===== src/rtl/fp_div_pkg.sv =====
// Shared FP32 field constants, special-operand test and divider tag type.
package fp_div_pkg;

   localparam int unsigned FP_W      = 32;
   localparam int unsigned SIGN_BIT  = 31;
   localparam int unsigned EXP_MSB   = 30;
   localparam int unsigned EXP_LSB   = 23;
   localparam int unsigned EXP_W     = 8;
   localparam int unsigned MAN_MSB   = 22;
   localparam int unsigned EXP_BIAS  = 127;
   localparam int unsigned EXP_MAX   = 255;

   // Wide enough for the largest supported requester count (8).
   localparam int unsigned TAG_IDX_W = 3;

   // One in-flight divider operation.
   typedef struct packed {
      logic                 valid;
      logic [TAG_IDX_W-1:0] idx;
      logic                 exc;
   } tag_t;

   // Zero/denormal or inf/NaN exponent: divider result is not trustworthy.
   function automatic logic is_special(input logic [FP_W-1:0] x);
      logic [EXP_W-1:0] e;
      e = x[EXP_MSB:EXP_LSB];
      return (e == '0) || (e == EXP_W'(EXP_MAX));
   endfunction

endpackage


===== src/rtl/fp_div_sched_arbiter.sv =====
// Combinational round-robin arbiter: first asserted request at or above ptr, with wrap.
module rr_arbiter #(
   parameter int unsigned NUM_REQ = 4,
   parameter int unsigned IDX_W   = $clog2(NUM_REQ)
) (
   input  logic [NUM_REQ-1:0] req,
   input  logic [IDX_W-1:0]   ptr,
   output logic [NUM_REQ-1:0] gnt_c,
   output logic [IDX_W-1:0]   gnt_idx_c,
   output logic               gnt_any_c
);

   // Upward search from ptr; the first hit wins, so the grant is one-hot or zero.
   always_comb begin
      int unsigned j;
      gnt_c     = '0;
      gnt_idx_c = '0;
      gnt_any_c = 1'b0;
      j         = 0;
      for (int unsigned k = 0; k < NUM_REQ; k++) begin
         j = (32'(ptr) + k) % NUM_REQ;
         if (!gnt_any_c && req[j]) begin
            gnt_c[j]  = 1'b1;
            gnt_idx_c = IDX_W'(j);
            gnt_any_c = 1'b1;
         end
      end
   end

endmodule


===== src/rtl/fp_div_sched.sv =====
// Shares one pipelined FP32 divider between NUM_REQ valid/ready requesters.
module fp_div_sched
   import fp_div_pkg::*;
#(
   parameter int unsigned NUM_REQ = 4,
   parameter int unsigned DIV_LAT = 2,
   parameter int unsigned IDX_W   = $clog2(NUM_REQ)
) (
   input  logic                    clk,
   input  logic                    rst_n,
   input  logic [NUM_REQ-1:0]      req_valid,
   output logic [NUM_REQ-1:0]      req_ready,
   input  logic [FP_W*NUM_REQ-1:0] req_a,
   input  logic [FP_W*NUM_REQ-1:0] req_b,
   output logic [FP_W-1:0]         div_a,
   output logic [FP_W-1:0]         div_b,
   input  logic [FP_W-1:0]         div_c,
   output logic [NUM_REQ-1:0]      rsp_valid,
   input  logic [NUM_REQ-1:0]      rsp_ready,
   output logic [FP_W*NUM_REQ-1:0] rsp_data,
   output logic [NUM_REQ-1:0]      rsp_exc
);

   logic [NUM_REQ-1:0]      busy_q, busy_d;
   logic [IDX_W-1:0]        rr_ptr_q, rr_ptr_d;
   tag_t                    tag_q [DIV_LAT];
   tag_t                    tag_d [DIV_LAT];
   logic [NUM_REQ-1:0]      rsp_valid_q, rsp_valid_d;
   logic [FP_W*NUM_REQ-1:0] rsp_data_q, rsp_data_d;
   logic [NUM_REQ-1:0]      rsp_exc_q, rsp_exc_d;

   logic [NUM_REQ-1:0]      drain_c;
   logic [NUM_REQ-1:0]      elig_c;
   logic [NUM_REQ-1:0]      gnt_c;
   logic [IDX_W-1:0]        gnt_idx_c;
   logic                    gnt_any_c;
   logic [FP_W-1:0]         op_a_c;
   logic [FP_W-1:0]         op_b_c;
   logic                    op_exc_c;
   tag_t                    wb_c;
   logic [IDX_W-1:0]        wb_idx_c;

   // A result consumed this cycle frees its requester for an immediate reissue.
   assign drain_c = rsp_valid_q & rsp_ready;
   assign elig_c  = req_valid & (~busy_q | drain_c);

   rr_arbiter #(
      .NUM_REQ (NUM_REQ),
      .IDX_W   (IDX_W)
   ) u_arb (
      .req       (elig_c),
      .ptr       (rr_ptr_q),
      .gnt_c     (gnt_c),
      .gnt_idx_c (gnt_idx_c),
      .gnt_any_c (gnt_any_c)
   );

   // Operand mux for the granted requester; idle bus is zero.
   always_comb begin
      op_a_c   = '0;
      op_b_c   = '0;
      op_exc_c = 1'b0;
      if (gnt_any_c) begin
         op_a_c   = req_a[FP_W*32'(gnt_idx_c) +: FP_W];
         op_b_c   = req_b[FP_W*32'(gnt_idx_c) +: FP_W];
         op_exc_c = is_special(op_a_c) | is_special(op_b_c);
      end
   end

   assign req_ready = gnt_c;
   assign div_a     = op_a_c;
   assign div_b     = op_b_c;
   assign rsp_valid = rsp_valid_q;
   assign rsp_data  = rsp_data_q;
   assign rsp_exc   = rsp_exc_q;

   assign wb_c     = tag_q[DIV_LAT-1];
   assign wb_idx_c = IDX_W'(wb_c.idx);

   // Next state: credits, pointer, tag shift and result-buffer writeback.
   always_comb begin
      busy_d      = (busy_q & ~drain_c) | gnt_c;
      rr_ptr_d    = rr_ptr_q;
      rsp_valid_d = rsp_valid_q & ~drain_c;
      rsp_data_d  = rsp_data_q;
      rsp_exc_d   = rsp_exc_q;

      if (gnt_any_c) begin
         rr_ptr_d = (32'(gnt_idx_c) == NUM_REQ - 1) ? '0 : IDX_W'(32'(gnt_idx_c) + 1);
      end

      tag_d[0].valid = gnt_any_c;
      tag_d[0].idx   = TAG_IDX_W'(gnt_idx_c);
      tag_d[0].exc   = op_exc_c;
      for (int unsigned k = 1; k < DIV_LAT; k++) begin
         tag_d[k] = tag_q[k-1];
      end

      if (wb_c.valid) begin
         rsp_valid_d[wb_idx_c]                   = 1'b1;
         rsp_data_d[FP_W*32'(wb_idx_c) +: FP_W] = div_c;
         rsp_exc_d[wb_idx_c]                     = wb_c.exc;
      end
   end

   // State registers; reset discards every in-flight tag.
   always_ff @(posedge clk or negedge rst_n) begin
      if (!rst_n) begin
         busy_q      <= '0;
         rr_ptr_q    <= '0;
         rsp_valid_q <= '0;
         rsp_data_q  <= '0;
         rsp_exc_q   <= '0;
         for (int unsigned k = 0; k < DIV_LAT; k++) begin
            tag_q[k] <= '0;
         end
      end else begin
         busy_q      <= busy_d;
         rr_ptr_q    <= rr_ptr_d;
         rsp_valid_q <= rsp_valid_d;
         rsp_data_q  <= rsp_data_d;
         rsp_exc_q   <= rsp_exc_d;
         for (int unsigned k = 0; k < DIV_LAT; k++) begin
            tag_q[k] <= tag_d[k];
         end
      end
   end

   // The credit rule guarantees a writeback never lands on an unconsumed result.
   a_no_overwrite: assert property (@(posedge clk) disable iff (!rst_n)
      wb_c.valid |-> !(rsp_valid_q[wb_idx_c] && !rsp_ready[wb_idx_c]));

   // Never more than one issue per cycle.
   a_onehot_grant: assert property (@(posedge clk) disable iff (!rst_n)
      $onehot0(gnt_c));

endmodule


===== config.mk =====
export PLATFORM = sky130hd
export DESIGN_NAME = fp_div_sched
export DESIGN_NICKNAME = d
export VERILOG_FILES = /design/src/rtl/fp_div_pkg.sv /design/src/rtl/fp_div_sched_arbiter.sv /design/src/rtl/fp_div_sched.sv
export SDC_FILE = /design/constraint.sdc
export NUM_CORES = 1
export LEC_CHECK = 0
export ABC_AREA = 1
export BUFFER_PORTS_ARGS = -buffer_cell sky130_fd_sc_hd__buf_2
export CORE_AREA = 2 2 193 195
export CTS_CLUSTER_DIAMETER = 150
export DETAILED_ROUTE_END_ITERATION = 6
export DIE_AREA = 0 0 195 197
export GPL_ROUTABILITY_DRIVEN = 0
export PLACE_DENSITY = 0.48
export REMOVE_ABC_BUFFERS = 1
export SLEW_MARGIN = 30
export SYNTH_ARGS = -nofsm -noshare
export SYNTH_HDL_FRONTEND = slang
export SYNTH_HIERARCHICAL = 1
export SYNTH_SLANG_ARGS = --single-unit

===== constraint.sdc =====
create_clock -name clk -period 3.55 [get_ports clk]
set_input_delay 0.71 -clock clk [delete_from_list [all_inputs] [get_ports clk]]
set_output_delay 0.71 -clock clk [all_outputs]
set_load 0.05 [all_outputs]

==> results.sh <==
export IMPL_asyncSetResetFlopFracSynth=1.00
export IMPL_initial_antenna_violation_count=17
export IMPL_post_synth_most_frequent_cells="367 x sky130_fd_sc_hd__nand2_1, 226 x sky130_fd_sc_hd__nor2_1, 221 x sky130_fd_sc_hd__o21ai_0"
export IMPL_cts_htree_levels=4
export IMPL_fin_skew_ns=0.00926
export IMPL_dp_hpwl_um=31400
export IMPL_detail_route_wl_per_cell_um=19.3
export IMPL_synth_area_leaders="sky130_fd_sc_hd__dfrtp_1 42%, sky130_fd_sc_hd__nand2_1 15%, sky130_fd_sc_hd__o21ai_0 12%, sky130_fd_sc_hd__nor2_1 9.5%, sky130_fd_sc_hd__nand3_1 5.9%"
export IMPL_yosysMostFrequentCell="sky130_fd_sc_hd__nand2_1"
export IMPL_io_buffers=501
export IMPL_ctsLongestPathBuffers=2
export IMPL_largest_area_contributor_in_the_netlist="sky130_fd_sc_hd__dfrtp_1"
export IMPL_timing_critical_path_required_ns=2.84
export IMPL_slew_viol_final=0
export IMPL_number_of_hold_repair_buffers_added_at_the_cts_stage=0
export IMPL_start_util=0.246
export IMPL_grt_max_degree=84
export IMPL_cp_end_kind="output pin"
export IMPL_crit_reg2reg_capture="tag_d[0]"
export IMPL_worstPathArrival_ns=2.91
export IMPL_grt_use_met3=0.0607
export IMPL_layout_nets=2218
export IMPL_globalRoute_totalOverflow=0
export IMPL_holdWs_ns=0.347
export IMPL_critPathMostFrequentCell="sky130_fd_sc_hd__buf_12"
export IMPL_cts_root_buf="sky130_fd_sc_hd__clkbuf_16"
export IMPL_wirelength_um=46400
export IMPL_cts_reportedPaths_clkPinSlew_ns=0.06
export IMPL_cts_buffers=17
export IMPL_final_layout_size_suffix_gt1_frac=0.465
export IMPL_worstReg2RegStart="rsp_valid[1]"
export IMPL_synth_seq_area_share=0.421
export IMPL_vias_per_cell=4.81
export IMPL_die_area_um2=38400
export IMPL_cts_tree="yes"
export IMPL_run_status="finished with violations"
export IMPL_syn_avg_cell_area_um2=6.81
export IMPL_violations="setup timing"
export IMPL_top_usage_layer="met2"
export IMPL_first_global_vias=11112
export IMPL_number_of_flops_mapped_to_enable_cells_by_yosys=0
export IMPL_ant_nets=0
export IMPL_drt_initial_drc_count=550
export IMPL_ios=502
export IMPL_core_area_um2=36300
export IMPL_timing_worst_setup_path_type="register to output pin"
export IMPL_route_vias_total=11567
export IMPL_timing_critical_path_slowest_cell_delay_ns=0.39
export IMPL_synth_cells=1310
export IMPL_width_of_the_chip_um=195
export IMPL_timing_hold_violations_final=0
export IMPL_r2r_cells=27
export IMPL_skew_pair_late_insertion_delay_ns=0.43
export IMPL_timing_critical_path_from_type="register"
export IMPL_dr_pass1_iters=5
export IMPL_synthesis_yosys_warnings=6
export IMPL_hold_path_class="primary input to async pin"
export IMPL_first_pass_grt_wire_length_um=65600
export IMPL_cts_num_sinks=150
export IMPL_crit_path_cell_trace="inv_2 > buf_4 > nand2_2 > nand3_4 > nand2_4 > buf_12 > nor2_4 > a21oi_4 > nand3_4 > buf_8 > clkinv_8 > buf_12 > buf_12 > o21ai_2 > a21oi_2 > buf_4 > buf_12"
export IMPL_fp_dieH_um=197
export IMPL_ys_flop_type="sky130_fd_sc_hd__dfrtp_1"
export IMPL_cpMaxStageDelayCell="sky130_fd_sc_hd__dfrtp_1"
export IMPL_slack_of_the_worst_reg_to_reg_path_ns=0.61
export IMPL_critical_path_peak_fanout=10
export IMPL_grt_use_total=0.222
export IMPL_timing_max_slew_rel_slack=0.396
export IMPL_setup_total_negative_slack_ns=-0.928
export IMPL_yosys_area_top_type_share=0.421
export IMPL_setup_viol=30
export IMPL_max_cap_violations=0
export IMPL_maxClockFrequency_mhz=276
export IMPL_groute_layer_met2_usage=0.392
export IMPL_worstMarginPinSlew_ns=0.903
export IMPL_number_of_drc_violations_after_detailed_routing=0
export IMPL_synthToLayoutAreaGrowth_pct=74.5
export IMPL_fin_crit_sh=1.02
export IMPL_synth_cell_types=27
export IMPL_finalCriticalPeriod_ns=3.62
export IMPL_rows=70
export IMPL_groute_layer_met1_usage=0.257
export IMPL_final_critical_path_setup_slack_ns=-0.0718
export IMPL_cell_area_synth_um2=8920
export IMPL_synth_seq_cells=150
export IMPL_grt_setup_unrepaired="true"
==> cell families (layout without fill, tap and decap cells) <==
group / Yosys count / in the layout / synth area share
and+or+nand+nor: 723 / 723 / 0.329
other: 0 / 17 / 0
DFF: 150 / 150 / 0.421
adders and majority gates: 14 / 14 / 0.0196
buffers and inverters: 131 / 739 / 0.0659
AOI/OAI and AO/OA: 292 / 292 / 0.165
==> placed cells by master (no fill, tap or decap), types with 12 or more instances in the layout <==
cell type and count:
sky130_fd_sc_hd__buf_2 436, sky130_fd_sc_hd__nand2_1 329, sky130_fd_sc_hd__dfrtp_1 149, sky130_fd_sc_hd__nor2_1 148
sky130_fd_sc_hd__o21ai_0 145, sky130_fd_sc_hd__buf_4 125, sky130_fd_sc_hd__nand3_1 88, sky130_fd_sc_hd__o21ai_1 74
sky130_fd_sc_hd__nor2_2 43, sky130_fd_sc_hd__buf_6 40, sky130_fd_sc_hd__nand2_2 38, sky130_fd_sc_hd__a21oi_1 38
sky130_fd_sc_hd__buf_12 37, sky130_fd_sc_hd__nor2_4 36, sky130_fd_sc_hd__clkbuf_16 27, sky130_fd_sc_hd__inv_1 25
sky130_fd_sc_hd__diode_2 17, sky130_fd_sc_hd__a21oi_2 16, sky130_fd_sc_hd__nand3_2 13, sky130_fd_sc_hd__ha_1 13
sky130_fd_sc_hd__buf_8 12
==> worst max-delay path, delay by kind of cell (launching register included) <==
kind / cells / cell delay, ns
buffers and inverters: 9 / 1.23
and+or+nand+nor: 5 / 0.56
DFF: 1 / 0.39
AOI/OAI and AO/OA: 3 / 0.29
==> flip-flops by register name (all words and copies together), names as in the netlist <==
register and count:
rr_ptr_q 2, tag_d 4, rsp_exc 4, rsp_data 128, tag_q 4, busy_q 4, rsp_valid 4
==> how the worst max path moves through the flow <==
stage                       startpoint         to  slack [ns]  depth (start not counted)
after floorplan           rsp_ready[1]  div_a[10]       -3.73                         14
after global placement    rsp_ready[3]   div_b[4]       -0.23                         20
after detailed placement  rsp_ready[3]   div_b[4]       -0.24                         20
after CTS                 rsp_valid[3]  div_a[14]       -0.12                         21
after global routing      rsp_valid[0]   div_b[1]       -0.32                         20
final                      rr_ptr_q[0]   div_b[4]       -0.07                         17
==> final cells by class <==
cell class / instances / area (um2)
Antenna cell: 17 / 42.5
Clock buffer: 23 / 458
Clock inverter: 8 / 173
Fill cell: 3876 / 20700
Inverter: 37 / 159
Multi-Input combinational cell: 1029 / 5360
Sequential cell: 150 / 3750
Tap cell: 468 / 586
Timing Repair Buffer: 670 / 5020
Timing Repair inverter: 1 / 16.3
==> stage by stage <==
stage	cells	setup slack, ns	cell area, um2	util
after global routing	2401	-0.319	15600	0.429
final	2403	-0.0718	15600	0.429
after global placement	2297	-0.229	12800	0.354
after floorplan	1216	-3.73	8480	-
after detailed placement	2297	-0.236	12800	0.354
after CTS	2351	-0.116	14300	0.394
==> layer usage <==
layer | part of all wire | vias to the layer above
met4 | 0.031 | 2
met2 | 0.51 | 480
met1 | 0.38 | 5519
li1 | - | 5489
met5 | 0.00037 | -
met3 | 0.074 | 77
==> what timing repair did <==
| item | CTS | global route |
|---|---|---|
| setup endpoints to repair | 64 | 64 |
| gates resized for setup | 179 | 255 |
| cloned | 10 | 14 |
| setup buffers | 13 | 25 |
| pin swaps | 54 | 84 |
Power is left out: the tool's default activity adds up to more than one toggle a clock period on the data nets, which glitch-free logic cannot reach.
